File: config.mk
export PLATFORM = sky130hd
export DESIGN_NAME = alu_seq
export DESIGN_NICKNAME = d
export VERILOG_FILES = /design/src/rtl/alu_seq_pkg.sv /design/src/rtl/alu_seq_mul.sv /design/src/rtl/alu_seq.sv
export SDC_FILE = /design/constraint.sdc
export NUM_CORES = 1
export LEC_CHECK = 0
export CORE_MARGIN = 8
export CORE_UTILIZATION = 62
export DETAILED_ROUTE_END_ITERATION = 6
export DONT_BUFFER_PORTS = 1
export HOLD_SLACK_MARGIN = 0.06
export PLACE_DENSITY_LB_ADDON = 0.05
export SLEW_MARGIN = 25
export SYNTH_ARGS = -nofsm -noshare
export SYNTH_HDL_FRONTEND = slang
export SYNTH_SLANG_ARGS = --single-unit
export TNS_END_PERCENT = 20
File: constraint.sdc
create_clock -name clk -period 7.7 [get_ports clk]
set_clock_uncertainty 0.15 [all_clocks]
set_input_delay 0 -clock clk [delete_from_list [all_inputs] [get_ports clk]]
set_output_delay 0 -clock clk [all_outputs]
set_load 0.01 [all_outputs]
File: src/rtl/alu_seq_pkg.sv
// Shared opcodes, FSM encoding and helpers for the registered ALU.
// Optional multiplier is controlled by the ALU_SEQ_MUL_EN macro.
package alu_seq_pkg;
    localparam int OPW = 4;

    localparam logic [OPW-1:0] OP_ADD = 4'd0;
    localparam logic [OPW-1:0] OP_SUB = 4'd1;
    localparam logic [OPW-1:0] OP_AND = 4'd2;
    localparam logic [OPW-1:0] OP_OR  = 4'd3;
    localparam logic [OPW-1:0] OP_XOR = 4'd4;
    localparam logic [OPW-1:0] OP_NOT = 4'd5;
    localparam logic [OPW-1:0] OP_INC = 4'd6;
    localparam logic [OPW-1:0] OP_DEC = 4'd7;
    localparam logic [OPW-1:0] OP_ADC = 4'd8;
    localparam logic [OPW-1:0] OP_SBB = 4'd9;
    localparam logic [OPW-1:0] OP_SHL = 4'd10;
    localparam logic [OPW-1:0] OP_SHR = 4'd11;
    localparam logic [OPW-1:0] OP_SAR = 4'd12;
    localparam logic [OPW-1:0] OP_MUL = 4'd13;

    typedef enum logic [1:0] {
        ST_IDLE = 2'd0,
        ST_MUL  = 2'd1,
        ST_RESP = 2'd2
    } state_e;

    // Single-cycle ops whose CarryOut is latched into creg; MUL is handled at its done.
    function automatic logic updatesCarry(input logic [OPW-1:0] op);
        case (op)
            OP_ADD, OP_SUB, OP_INC, OP_DEC, OP_ADC, OP_SBB,
            OP_SHL, OP_SHR, OP_SAR: return 1'b1;
            default:                return 1'b0;
        endcase
    endfunction
endpackage

File: src/rtl/alu_seq_mul.sv
// WIDTH-cycle shift-add unsigned multiplier; done is asserted during the last step,
// with product carrying that step's final value so the caller can register it on the same edge.
module alu_seq_mul #(
    parameter int WIDTH = 8
) (
    input  logic               clk,
    input  logic               rst_n,
    input  logic               start,
    input  logic [WIDTH-1:0]   a,
    input  logic [WIDTH-1:0]   b,
    output logic               done,
    output logic [2*WIDTH-1:0] product
);
    localparam int CW = $clog2(WIDTH + 1);

    logic [2*WIDTH-1:0] mcand, acc, accNext;
    logic [WIDTH-1:0]   mplier;
    logic [CW-1:0]      cnt;
    logic               busy;

    assign accNext = mplier[0] ? acc + mcand : acc;
    assign done    = busy && (cnt == CW'(1));
    assign product = accNext;

    always_ff @(posedge clk or negedge rst_n) begin
        if (!rst_n) begin
            mcand  <= '0;
            acc    <= '0;
            mplier <= '0;
            cnt    <= '0;
            busy   <= 1'b0;
        end else if (start) begin
            mcand  <= {{WIDTH{1'b0}}, a};
            acc    <= '0;
            mplier <= b;
            cnt    <= CW'(WIDTH);
            busy   <= 1'b1;
        end else if (busy) begin
            acc    <= accNext;
            mcand  <= mcand << 1;
            mplier <= mplier >> 1;
            cnt    <= cnt - CW'(1);
            if (cnt == CW'(1)) busy <= 1'b0;
        end
    end
endmodule

File: src/rtl/alu_seq.sv
// Registered WIDTH-bit ALU with valid/ready handshakes, persistent carry and optional
// multi-cycle multiply (enabled by defining ALU_SEQ_MUL_EN; otherwise OP 13 is illegal).
module alu_seq
    import alu_seq_pkg::*;
#(
    parameter int WIDTH = 8
) (
    input  logic             clk,
    input  logic             rst_n,
    input  logic             in_valid,
    output logic             in_ready,
    input  logic [WIDTH-1:0] A,
    input  logic [WIDTH-1:0] B,
    input  logic [OPW-1:0]   OP,
    output logic             out_valid,
    input  logic             out_ready,
    output logic [WIDTH-1:0] Result,
    output logic             CarryOut,
    output logic             ZeroFlag,
    output logic             NegFlag,
    output logic             OvfFlag,
    output logic             IllegalOp
);
    localparam logic [WIDTH-1:0] WMOD = WIDTH'(WIDTH);

    typedef struct packed {
        logic [WIDTH-1:0] res;
        logic             cy;
        logic             ovf;
        logic             ill;
    } aluResp_t;

    state_e   state, stateNext;
    aluResp_t alu;
    logic     creg, accept, isMul, mulDone;

    logic [WIDTH:0]           sum, diff;
    logic [WIDTH-1:0]         amt;
    logic [2*WIDTH-1:0]       shlWide, shrWide;
    logic signed [2*WIDTH-1:0] sarWide;

    assign in_ready  = (state == ST_IDLE) || (state == ST_RESP && out_ready);
    assign accept    = in_valid && in_ready;
    assign out_valid = (state == ST_RESP);
    assign ZeroFlag  = (Result == '0);
    assign NegFlag   = Result[WIDTH-1];
    assign amt       = B % WMOD;

`ifdef ALU_SEQ_MUL_EN
    logic [2*WIDTH-1:0] mulProd;

    assign isMul = (OP == OP_MUL);

    alu_seq_mul #(.WIDTH(WIDTH)) uMul (
        .clk     (clk),
        .rst_n   (rst_n),
        .start   (accept && isMul),
        .a       (A),
        .b       (B),
        .done    (mulDone),
        .product (mulProd)
    );
`else
    assign isMul   = 1'b0;
    assign mulDone = 1'b0;
`endif

    always_ff @(posedge clk or negedge rst_n) begin
        if (!rst_n) state <= ST_IDLE;
        else        state <= stateNext;
    end

    always_comb begin
        stateNext = state;
        case (state)
            ST_IDLE: if (accept) stateNext = isMul ? ST_MUL : ST_RESP;
            ST_MUL:  if (mulDone) stateNext = ST_RESP;
            ST_RESP: if (out_ready) stateNext = accept ? (isMul ? ST_MUL : ST_RESP) : ST_IDLE;
            default: stateNext = ST_IDLE;
        endcase
    end

    // Arithmetic at WIDTH+1 bits: bit WIDTH is carry for adds and borrow for subtracts.
    always_comb begin
        alu     = '0;
        sum     = '0;
        diff    = '0;
        shlWide = '0;
        shrWide = '0;
        sarWide = '0;
        case (OP)
            OP_ADD, OP_ADC: begin
                sum     = {1'b0, A} + {1'b0, B} + {{WIDTH{1'b0}}, (OP == OP_ADC) && creg};
                alu.res = sum[WIDTH-1:0];
                alu.cy  = sum[WIDTH];
                alu.ovf = (A[WIDTH-1] == B[WIDTH-1]) && (sum[WIDTH-1] != A[WIDTH-1]);
            end
            OP_SUB, OP_SBB: begin
                diff    = {1'b0, A} - {1'b0, B} - {{WIDTH{1'b0}}, (OP == OP_SBB) && creg};
                alu.res = diff[WIDTH-1:0];
                alu.cy  = diff[WIDTH];
                alu.ovf = (A[WIDTH-1] != B[WIDTH-1]) && (diff[WIDTH-1] != A[WIDTH-1]);
            end
            OP_INC: begin
                sum     = {1'b0, A} + {{WIDTH{1'b0}}, 1'b1};
                alu.res = sum[WIDTH-1:0];
                alu.cy  = sum[WIDTH];
                alu.ovf = !A[WIDTH-1] && sum[WIDTH-1];
            end
            OP_DEC: begin
                diff    = {1'b0, A} - {{WIDTH{1'b0}}, 1'b1};
                alu.res = diff[WIDTH-1:0];
                alu.cy  = diff[WIDTH];
                alu.ovf = A[WIDTH-1] && !diff[WIDTH-1];
            end
            OP_AND: alu.res = A & B;
            OP_OR:  alu.res = A | B;
            OP_XOR: alu.res = A ^ B;
            OP_NOT: alu.res = ~A;
            // Shifts run in a double-width window so the last bit out lands next to the result.
            OP_SHL: begin
                shlWide = {{WIDTH{1'b0}}, A} << amt;
                alu.res = shlWide[WIDTH-1:0];
                alu.cy  = (amt != '0) && shlWide[WIDTH];
            end
            OP_SHR: begin
                shrWide = {A, {WIDTH{1'b0}}} >> amt;
                alu.res = shrWide[2*WIDTH-1:WIDTH];
                alu.cy  = shrWide[WIDTH-1];
            end
            OP_SAR: begin
                sarWide = $signed({A, {WIDTH{1'b0}}}) >>> amt;
                alu.res = sarWide[2*WIDTH-1:WIDTH];
                alu.cy  = sarWide[WIDTH-1];
            end
            default: alu.ill = 1'b1;
        endcase
    end

    always_ff @(posedge clk or negedge rst_n) begin
        if (!rst_n) begin
            Result    <= '0;
            CarryOut  <= 1'b0;
            OvfFlag   <= 1'b0;
            IllegalOp <= 1'b0;
            creg      <= 1'b0;
        end else if (accept && !isMul) begin
            Result    <= alu.res;
            CarryOut  <= alu.cy;
            OvfFlag   <= alu.ovf;
            IllegalOp <= alu.ill;
            if (updatesCarry(OP)) creg <= alu.cy;
        end
`ifdef ALU_SEQ_MUL_EN
        else if (mulDone) begin
            Result    <= mulProd[WIDTH-1:0];
            CarryOut  <= |mulProd[2*WIDTH-1:WIDTH];
            OvfFlag   <= |mulProd[2*WIDTH-1:WIDTH];
            IllegalOp <= 1'b0;
            creg      <= |mulProd[2*WIDTH-1:WIDTH];
        end
`endif
    end
endmodule
==> flow_summary.yaml <==
yosys:
  yosys.area.top_type_share: 0.1386
  synth.largest_area_cell: "ha_1"
  synth_warnings: 0
  synthArstFlopShare: 1.000
  syn_area_mm2: 0.003159
  synthFlopType: "dfrtp_1"
  ys_types: 65
  yosysSeqAreaShare: 0.1030
  syn_avg_cell_area_um2: 7.330
  synthCells: 431
  synth-seq-cells: 13
  synth_area_leaders: "ha_1 (14%), dfrtp_1 (10%), nor2_1 (4.6%)"
  synth_edf_count: 0
  syn_nets: 494
clock_network:
  postCtsSetupBuffers: 0
  cts_hold_buf: 19
  cts.clk_slew.worst_paths_ns: 0.06
  ctsResizeCount: 0
  numCtsBuffers: 3
  cts.sinks: 13
  cts-htree-levels: 1
  cts_tree: "done"
  root_buffer: "clkbuf_8"
  cts.path.max_buffers: 2
  insertion_delay_ns: 0.25
job:
  cap_violations: 0
min_path:
  min_path_type: "primary input to asynchronous set/reset pin"
place:
  hpwl_um: 8328
  io_buffers: 0
  placed_cells_incl_taps: 469
  gp_routability_congestion: 1.056
global_route:
  grt_overflow_total: 0
  grt_max_degree: 33
  grtUsageTotal: 0.3029
  antenna_found_initial: 0
  grt_pass1_vias: 3271
  grt_pass1_wl_um: 18170
die:
  rows: 26
  chipWidth_um: 87.39
  io-pin-count: 39
  fp.dieH_um: 87.39
  start_util: 0.6306
  core_area_mm2: 0.005010
  die_area_mm2: 0.007636
finish:
  nets: 486
  antenna_cells: 0
  final_cells: 492
  area_delta_synth_final_pct: 5.228
  layout-drive-gt1-share: 0.03318
routing:
  antenna_left: 0
  drt-total-wl_um: 11380
  drtPass1Iterations: 6
  vias: 3558
  drt_iter0_drc: 559
  vias_per_cell: 7.232
  drc_errors: 0
  wl_per_cell_um: 23.13
timing:
  finalCritPeriodShare: 0.4220
  rsz0062_at_grt: "no"
  setup_violations: 0
  tightest_slew_ns: 0.7940
  drv_slew: 0
  totalNegativeSetupSlack_ns: 0
  fmaxAchievable_mhz: 307.8
  min_period_ns: 3.249
  final-hold-violation-count: 0
  max_slew_margin: 0.4682
critical_path:
  cp_data_arrival_time_ns: 3.23
  path_cells: "nand4_1, fa_1, fa_1, o21ai_0, nand2b_1, xor2_1, a2bb2oi_1, nand4_1, dlygate4sd3_1, a22o_1"
  slowest_delay_ns: 0.58
  crit_required_ns: 7.68
  cpLargestDelayFamily: "adder cells"
  cp_max_fo: 3
  crit_buf_inv: 1
  path_class: "flip-flop to flip-flop"
  slowest_stage: "dlygate4sd3_1"
  start_kind: "flip-flop"
  worst_setup_path_end_kind: "flip-flop"
pwr:
  cellLeakagePower_nw: 1.372
  ir_worst_vdd_mv: 0.07338
  powerDensity_mw_per_mm2: 106.4
run_status:
  status: "finished, final reports clean"
area by class of cell:
cell class / count / area, um2
Multi-Input combinational cell: 359 / 2575
Fill cell: 466 / 1685
Sequential cell: 13 / 325.3
Timing Repair Buffer: 19 / 190.2
Inverter: 27 / 101.3
Tap cell: 70 / 87.58
Clock buffer: 4 / 45.04
sequential cells by signal, summed over array words and instances, names as in the netlist:
signal	cells
IllegalOp	1
Result	8
CarryOut	1
OvfFlag	1
state	1
creg	1
routing by layer:
layer | track usage | part of all wire | vias to the layer above
li1 | - | - | 1578
met1 | 0.4009 | 0.40 | 1632
met2 | 0.4614 | 0.43 | 312
met3 | 0.07736 | 0.15 | 36
met4 | 0.1000 | 0.028 | 0
met5 | 0 | 0 | -
cell usage after synthesis, drive strengths merged, types with 3 or more instances:
| cell type | instances |
|---|---|
| a2111oi | 3 |
| a211o | 3 |
| a211oi | 8 |
| a21o | 4 |
| a21oi | 28 |
| a221oi | 4 |
| a22o | 4 |
| a22oi | 4 |
| a31oi | 10 |
| and3 | 4 |
| buf | 16 |
| clkbuf | 16 |
| dfrtp | 13 |
| fa | 4 |
| ha | 35 |
| inv | 27 |
| mux2 | 6 |
| mux2i | 14 |
| nand2 | 37 |
| nand2b | 10 |
| nand3 | 9 |
| nand4 | 8 |
| nor2 | 39 |
| nor2b | 9 |
| nor3 | 9 |
| nor3b | 3 |
| nor4 | 3 |
| o211a | 3 |
| o211ai | 4 |
| o21a | 4 |
| o21ai | 27 |
| o22ai | 7 |
| o31ai | 3 |
| o32a | 4 |
| or3 | 3 |
| or4 | 3 |
| xnor2 | 9 |
| xor2 | 4 |
power breakdown:
group / switching [mW] / leakage [nW] / internal, mW / total, mW
sequential: 0.0161 / 0.166 / 0.0792 / 0.0953
combinational: 0.111 / 1.18 / 0.0858 / 0.196
clock: 0.0253 / 0.0228 / 0.0366 / 0.0619
through the flow:
step | util | setup WS, ns | power [mW] | cell area [um2] | hold slack (ns)
finish | 0.6636 | 4.451 | 0.3536 | 3324 | 0.03669
global route | 0.6636 | 4.340 | 0.3769 | 3324 | 0.08458
CTS | 0.6636 | 4.491 | 0.3459 | 3324 | 0.06190
detailed placement | 0.6166 | 4.950 | 0.2716 | 3089 | -0.4452
global placement | 0.6166 | 4.939 | 0.2718 | 3089 | -0.4452
floorplan | - | 4.975 | 0.2464 | 3159 | -0.4456
layout by cell type (no fill, tap or decap), drive strengths merged, types with 6 or more instances in the layout:
cell,count
inv,27
a21oi,28
nor2,39
nand3,9
nor2b,9
ha,35
nand4,8
o22ai,7
nand2,37
mux2,6
a211oi,8
a31oi,10
xnor2,9
mux2i,14
o21ai,27
dlygate4sd3,19
dfrtp,13
nor3,9
nand2b,10
cells by family after synthesis:
family,Yosys count,synth area share
simple gates,149,0.2396
compound gates,136,0.2955
buf+inv,59,0.08198
fa+ha+maj,39,0.1640
mux,22,0.08000
xor+xnor,13,0.03604
flops,13,0.1030
path summary, 6_finish.rpt:
path,start,to,slack [ns],depth (start not counted)
setup / recovery,creg,Result[4],4.45,10
hold / removal,rst_n,OvfFlag,0.04,1
setup reg to reg,creg,Result[4],4.45,10
hold reg to reg,CarryOut,CarryOut,0.41,2
max in group asynchronous,rst_n,IllegalOp,6.99,1
min in group clk,OP[2],creg,0.09,4
(Power assumes the default switching activity.)
